**src/rtl/mem_arbiter.sv**
```systemverilog
// Byte-serial arbiter for the shared RAM/IO port: fetches, loads and stores are split into byte cycles.
// Optional feature macro: MEM_ARB_IO_STALL_EN (hold IO stores while the UART FIFO is full).
module mem_arbiter #(
    parameter logic [31:0] IO_BASE = 32'h0003_0000
) (
    input  logic        clk,
    input  logic        rst,
    input  logic        rdy,
    input  logic        flush,
    input  logic        ic_req,
    input  logic [31:0] ic_addr,
    output logic [31:0] ic_data,
    output logic        ic_done,
    input  logic        ls_req,
    input  logic        ls_wr,
    input  logic [1:0]  ls_size,
    input  logic [31:0] ls_addr,
    input  logic [31:0] ls_wdata,
    output logic [31:0] ls_rdata,
    output logic        ls_done,
    input  logic [7:0]  mem_din,
    output logic [7:0]  mem_dout,
    output logic [31:0] mem_a,
    output logic        mem_wr,
    input  logic        io_buffer_full
);

    typedef enum logic [1:0] {IDLE, FETCH, LOAD, STORE} state_t;

    state_t      state_q;
    logic [1:0]  cnt_q;
    logic [2:0]  n_q;
    logic [31:0] addr_q;
    logic [31:0] wdata_q;
    logic [31:0] buf_q;
    logic [31:0] mem_a_q;
    logic [7:0]  mem_dout_q;
    logic        mem_wr_q;
    logic        ic_done_q;
    logic        ls_done_q;
    logic [31:0] ic_data_q;
    logic [31:0] ls_rdata_q;

    logic [2:0]  k;
    logic [31:0] next_a;
    logic [31:0] rd_word;
    logic [7:0]  wbyte_next;
    logic [2:0]  ls_n;
    logic        io_stall;
    logic        grant_blk;

    assign k          = {1'b0, cnt_q} + 3'd1;
    assign next_a     = addr_q + {29'd0, k};
    assign wbyte_next = wdata_q[{k[1:0], 3'b000} +: 8];

    // Partial result with the byte arriving this cycle merged in
    always_comb begin
        rd_word = buf_q;
        rd_word[{cnt_q, 3'b000} +: 8] = mem_din;
    end

    always_comb begin
        case (ls_size)
            2'd0:    ls_n = 3'd1;
            2'd1:    ls_n = 3'd2;
            default: ls_n = 3'd4;
        endcase
    end

`ifdef MEM_ARB_IO_STALL_EN
    assign io_stall  = io_buffer_full && (addr_q >= IO_BASE);
    assign grant_blk = io_buffer_full && (ls_addr >= IO_BASE);
`else
    logic unused_io;
    assign unused_io = io_buffer_full;
    assign io_stall  = 1'b0;
    assign grant_blk = 1'b0;
`endif

    always_ff @(posedge clk) begin
        if (rst) begin
            state_q    <= IDLE;
            cnt_q      <= 2'd0;
            mem_a_q    <= 32'd0;
            mem_dout_q <= 8'd0;
            mem_wr_q   <= 1'b0;
            ic_done_q  <= 1'b0;
            ls_done_q  <= 1'b0;
            ic_data_q  <= 32'd0;
            ls_rdata_q <= 32'd0;
        end else if (rdy) begin
            ic_done_q <= 1'b0;
            ls_done_q <= 1'b0;
            case (state_q)
                IDLE: begin
                    // The done cycle is a bubble so requesters can drop req
                    if (!ic_done_q && !ls_done_q) begin
                        if (ls_req) begin
                            if (ls_wr && !grant_blk) begin
                                state_q    <= STORE;
                                mem_a_q    <= ls_addr;
                                mem_wr_q   <= 1'b1;
                                mem_dout_q <= ls_wdata[7:0];
                                cnt_q      <= 2'd0;
                                n_q        <= ls_n;
                                addr_q     <= ls_addr;
                                wdata_q    <= ls_wdata;
                            end else if (!ls_wr && !flush) begin
                                state_q <= LOAD;
                                mem_a_q <= ls_addr;
                                cnt_q   <= 2'd0;
                                n_q     <= ls_n;
                                addr_q  <= ls_addr;
                                buf_q   <= 32'd0;
                            end
                        end else if (ic_req && !flush) begin
                            state_q <= FETCH;
                            mem_a_q <= ic_addr;
                            cnt_q   <= 2'd0;
                            n_q     <= 3'd4;
                            addr_q  <= ic_addr;
                            buf_q   <= 32'd0;
                        end
                    end
                end
                FETCH, LOAD: begin
                    if (flush) begin
                        state_q <= IDLE;
                        mem_a_q <= 32'd0;
                    end else if (k == n_q) begin
                        state_q <= IDLE;
                        if (state_q == FETCH) begin
                            ic_data_q <= rd_word;
                            ic_done_q <= 1'b1;
                        end else begin
                            ls_rdata_q <= rd_word;
                            ls_done_q  <= 1'b1;
                        end
                    end else begin
                        buf_q   <= rd_word;
                        cnt_q   <= k[1:0];
                        mem_a_q <= next_a;
                    end
                end
                STORE: begin
                    // A byte only counts as written if mem_wr was high during the cycle
                    if (mem_wr_q) begin
                        if (k == n_q) begin
                            state_q   <= IDLE;
                            mem_wr_q  <= 1'b0;
                            mem_a_q   <= 32'd0;
                            ls_done_q <= 1'b1;
                        end else begin
                            cnt_q      <= k[1:0];
                            mem_a_q    <= next_a;
                            mem_dout_q <= wbyte_next;
                            mem_wr_q   <= !io_stall;
                        end
                    end else begin
                        mem_wr_q <= !io_stall;
                    end
                end
                default: state_q <= IDLE;
            endcase
        end
    end

    assign mem_a    = mem_a_q;
    assign mem_dout = mem_dout_q;
    assign mem_wr   = mem_wr_q;
    assign ic_done  = ic_done_q;
    assign ls_done  = ls_done_q;
    assign ic_data  = ic_data_q;
    assign ls_rdata = ls_rdata_q;

endmodule
```
**config.mk**
```make
export PLATFORM = sky130hd
export DESIGN_NAME = mem_arbiter
export DESIGN_NICKNAME = d
export VERILOG_FILES = /design/src/rtl/mem_arbiter.sv
export SDC_FILE = /design/constraint.sdc
export NUM_CORES = 1
export LEC_CHECK = 0
export CORE_MARGIN = 2
export CORE_UTILIZATION = 50
export DETAILED_ROUTE_END_ITERATION = 10
export PLACE_DENSITY = 0.83
export SYNTH_ARGS = -nofsm -noshare
export SYNTH_HDL_FRONTEND = slang
export SYNTH_SLANG_ARGS = --single-unit
export TNS_END_PERCENT = 100
```
**constraint.sdc**
```tcl
create_clock -name clk -period 17.8 [get_ports clk]
set_input_delay 3.56 -clock clk [delete_from_list [all_inputs] [get_ports clk]]
set_output_delay 3.56 -clock clk [all_outputs]
set_load 0.01 [all_outputs]
```
==> results.toml <==
[final_layout]
nets = 1198
final_cell_mix = "217 x clkdlybuf4s50_1, 111 x dfxtp_1, 109 x nor2_1"
utilization_pct = 67.0
multi_input_area_mm2 = 0.00403
final_common_cell = "clkdlybuf4s50_1"
area_growth_pct = 31.8
regArea_mm2 = 0.00519
nFillCells = 1422
drive_gt1_share_pct = 9.29

[detailed_routing]
route.detailed.drc = 0
finalWirelength_um = 24100
vias_per_cell = 5.69
via_count = 7516
drt_first_pass_iters = 5
final_antenna_net_count = 0
first_iter_violations = 417
detail_route.wl_per_cell_um = 18.2

[placed_design]
numPortBuffers = 219
place_ws_ns = 11.41
dp_hpwl_um = 16500
gp_congestion = 0.887

[power]
p_per_area_mw_per_mm2 = 89.5
power_frac_comb_pct = 13.4
ir_worst_vdd_uv = 68.3
leakage_nw = 4.09
p_sw_share_pct = 24.1
seq_power_share_pct = 47.9
netSwitchingPower_w = 0.000270
power.internal_w = 0.000852
clkPwrFrac_pct = 38.7

[critical_path]
startpoint_type = "input pin"
cp_slowest_stage_delay_ns = 0.91
cp_top_family = "compound AO/OA/AOI/OAI gates"
cp_slowest_cell = "a211o_1"
cp_num_buf_inv = 1
cp-end-kind = "flip-flop"
path_max_fanout = 41
cp_cell_sequence = "buf_2 > nand2_1 > nor3b_1 > a211o_1 > a21oi_1 > a211oi_1"
crit_arrival_ns = 6.35
path_class = "in -> reg"
required_ns = 18.22

[synth]
yosysSeqAreaShare_pct = 54.6
syn_nets = 1007
syn_area_mm2 = 0.00951
synth_cell_types = 59
avgSynthCellArea_um2 = 10.8
yosys.area_share.simple_pct = 15.3
synth_top_area_share_pct = 31.3
synth_top_area_cell = "edfxtp_1"
netlist_instances = 880
ys_async_sr_fraction_pct = 0
synth.area.mux_share_pct = 7.37
synth_top_family_by_area = "compound AO/OA/AOI/OAI gates"
ys.flop_type = "dfxtp_1"
synth_compound_area_share_pct = 16.1
synth_area_leaders = "edfxtp_1 31%, dfxtp_1 23%, a211oi_1 7.8%"
synth_xor_area_share_pct = 1.38
synth_adder_area_share_pct = 1.79
synth_edf_count = 99
yosys_warnings = 0
ys_seq_elements = 210

[timing]
clock.fmax_mhz = 169
post-route-period-util_pct = 33.3
hold_slack_ns = 0.496
rsz0062_at_grt = "no"
finalHoldViolations = 0
skew_ns = 0.0141
final_max_slew_viol_count = 0
max_slew_margin_pct = 23.5
final.setup.worst_slack_ns = 11.87
period_needed_ns = 5.93
setup_tns_ns = 0
worst-slew-pin-transition_ns = 1.15
setup_viol = 0

[global_route]
grt_start_max_net_pins = 65
grt_pass1_vias = 7114
overflow = 0
grt_pass1_wl_um = 37800
grt_util_all_layers_pct = 23.4
grt_antenna_before_repair = 1

[flow_run]
drv_cap = 0

[die]
rows = 50
die_h_um = 142
die_x_um = 142
initial_utilization_pct = 50.9
pin_count = 221
die-area_mm2 = 0.0201
core_mm2 = 0.0187

[clock_network]
cts_tree = "done"
cts_resized = 0
cts_hold_buffers = 0
clk_pin_slew_ns = 0.06
cts_setup_buffers = 0
clock_path_buffers = 3
root_buffer = "clkbuf_16"
insertion_delay_ns = 0.51
numClockSinks = 210
cts_made_buffers = 22
cts_max_level = 1

[hold_path]
hold_class = "reg -> reg"

[outcome]
status = "finished clean"
-- path summary, 6_finish.rpt --
check,startpoint,to,slack (ns),cells after the start
worst max-delay path,ls_req,mem_a[25],11.87,6
worst max register to register,cnt_q[0],ic_data[1],13.20,8
worst min register to register,mem_a[6],mem_a[6],0.50,2
worst min-delay path,mem_a[6],mem_a[6],0.50,2
-- cell families (layout without fill, tap and decap cells) --
| kind of cell | count (synthesis) | in the layout |
|---|---|---|
| AO/OA/AOI/OAI | 224 | 224 |
| XOR/XNOR | 15 | 15 |
| adder cells (fa/ha/maj) | 13 | 13 |
| buffers and inverters | 81 | 288 |
| flip-flops | 210 | 210 |
| multiplexers | 56 | 56 |
| other | 0 | 1 |
| AND/OR/NAND/NOR | 281 | 281 |
-- routing by layer --
metal	share of wire [%]	up-vias	GRT usage, %	routed length, um
li1	-	3662	-	-
met1	42	3566	29.9	10000
met2	49	247	40.5	11800
met3	6.6	41	3.80	1590
met4	2.9	0	8.11	690
met5	0	-	0	0
-- synthesized netlist by cell type, types with 2 or more instances --
| library cell | count |
|---|---|
| nand3_1 | 9 |
| and4_1 | 4 |
| a21oi_1 | 61 |
| o21a_1 | 5 |
| nand2b_1 | 5 |
| nand2_1 | 19 |
| or2_2 | 2 |
| inv_1 | 20 |
| o31ai_1 | 2 |
| clkbuf_1 | 38 |
| o211ai_1 | 6 |
| nor3_1 | 26 |
| edfxtp_1 | 99 |
| nor4_1 | 9 |
| a21o_1 | 2 |
| o21ai_0 | 18 |
| mux4_2 | 8 |
| mux2i_1 | 16 |
| a211oi_1 | 99 |
| xnor2_1 | 8 |
| buf_2 | 17 |
| buf_1 | 6 |
| a221oi_1 | 10 |
| nor2b_1 | 69 |
| nor2_1 | 110 |
| o31a_1 | 4 |
| or4_1 | 6 |
| nor4_2 | 2 |
| a211oi_2 | 2 |
| dfxtp_1 | 111 |
| nand4_1 | 7 |
| ha_1 | 12 |
| or4_2 | 2 |
| xor2_1 | 7 |
| mux2_2 | 32 |
| and3_1 | 4 |
-- through the flow --
stage | total power, W | cells | instance area, um2
after global placement | 0.000694 | 1281 | 11800
final | 0.00112 | 1322 | 12500
after global routing | 0.00117 | 1322 | 12500
after detailed placement | 0.000698 | 1281 | 11800
after floorplan | 0.000628 | 880 | 9510
after CTS | 0.00113 | 1321 | 12500
-- sequential cells by signal (all words and copies together) (netlist names) --
register / count
state_q: 2
addr_q: 32
wdata_q: 32
n_q: 3
mem_wr: 1
ls_done: 1
ic_data: 32
buf_q: 32
ic_done: 1
mem_dout: 8
cnt_q: 2
mem_a: 32
ls_rdata: 32
-- power by group through the flow --
stage	combinational, W	clock [W]	sequential [W]
after CTS	0.000151	0.000444	0.000538
after global routing	0.000162	0.000465	0.000540
after global placement	0.000147	0	0.000547
after detailed placement	0.000150	0	0.000548
after floorplan	0.0000771	0	0.000551
final	0.000150	0.000434	0.000538
-- final cells by class --
cell class / instances / share of cell area [%]
Sequential cell: 210 / 41.4
Clock inverter: 5 / 0.309
Multi-Input combinational cell: 589 / 32.1
Tap cell: 234 / 2.34
Antenna cell: 1 / 0.0200
Clock buffer: 35 / 5.19
Timing Repair Buffer: 228 / 18.0
Inverter: 20 / 0.599
-- tightest hold or removal path, stage by stage (launching register included) --
cell and delay, ns:
dfxtp_1 0.31, nor2_1 0.10, nor3_1 0.05
Note: power is estimated with default switching activity, not from simulation.
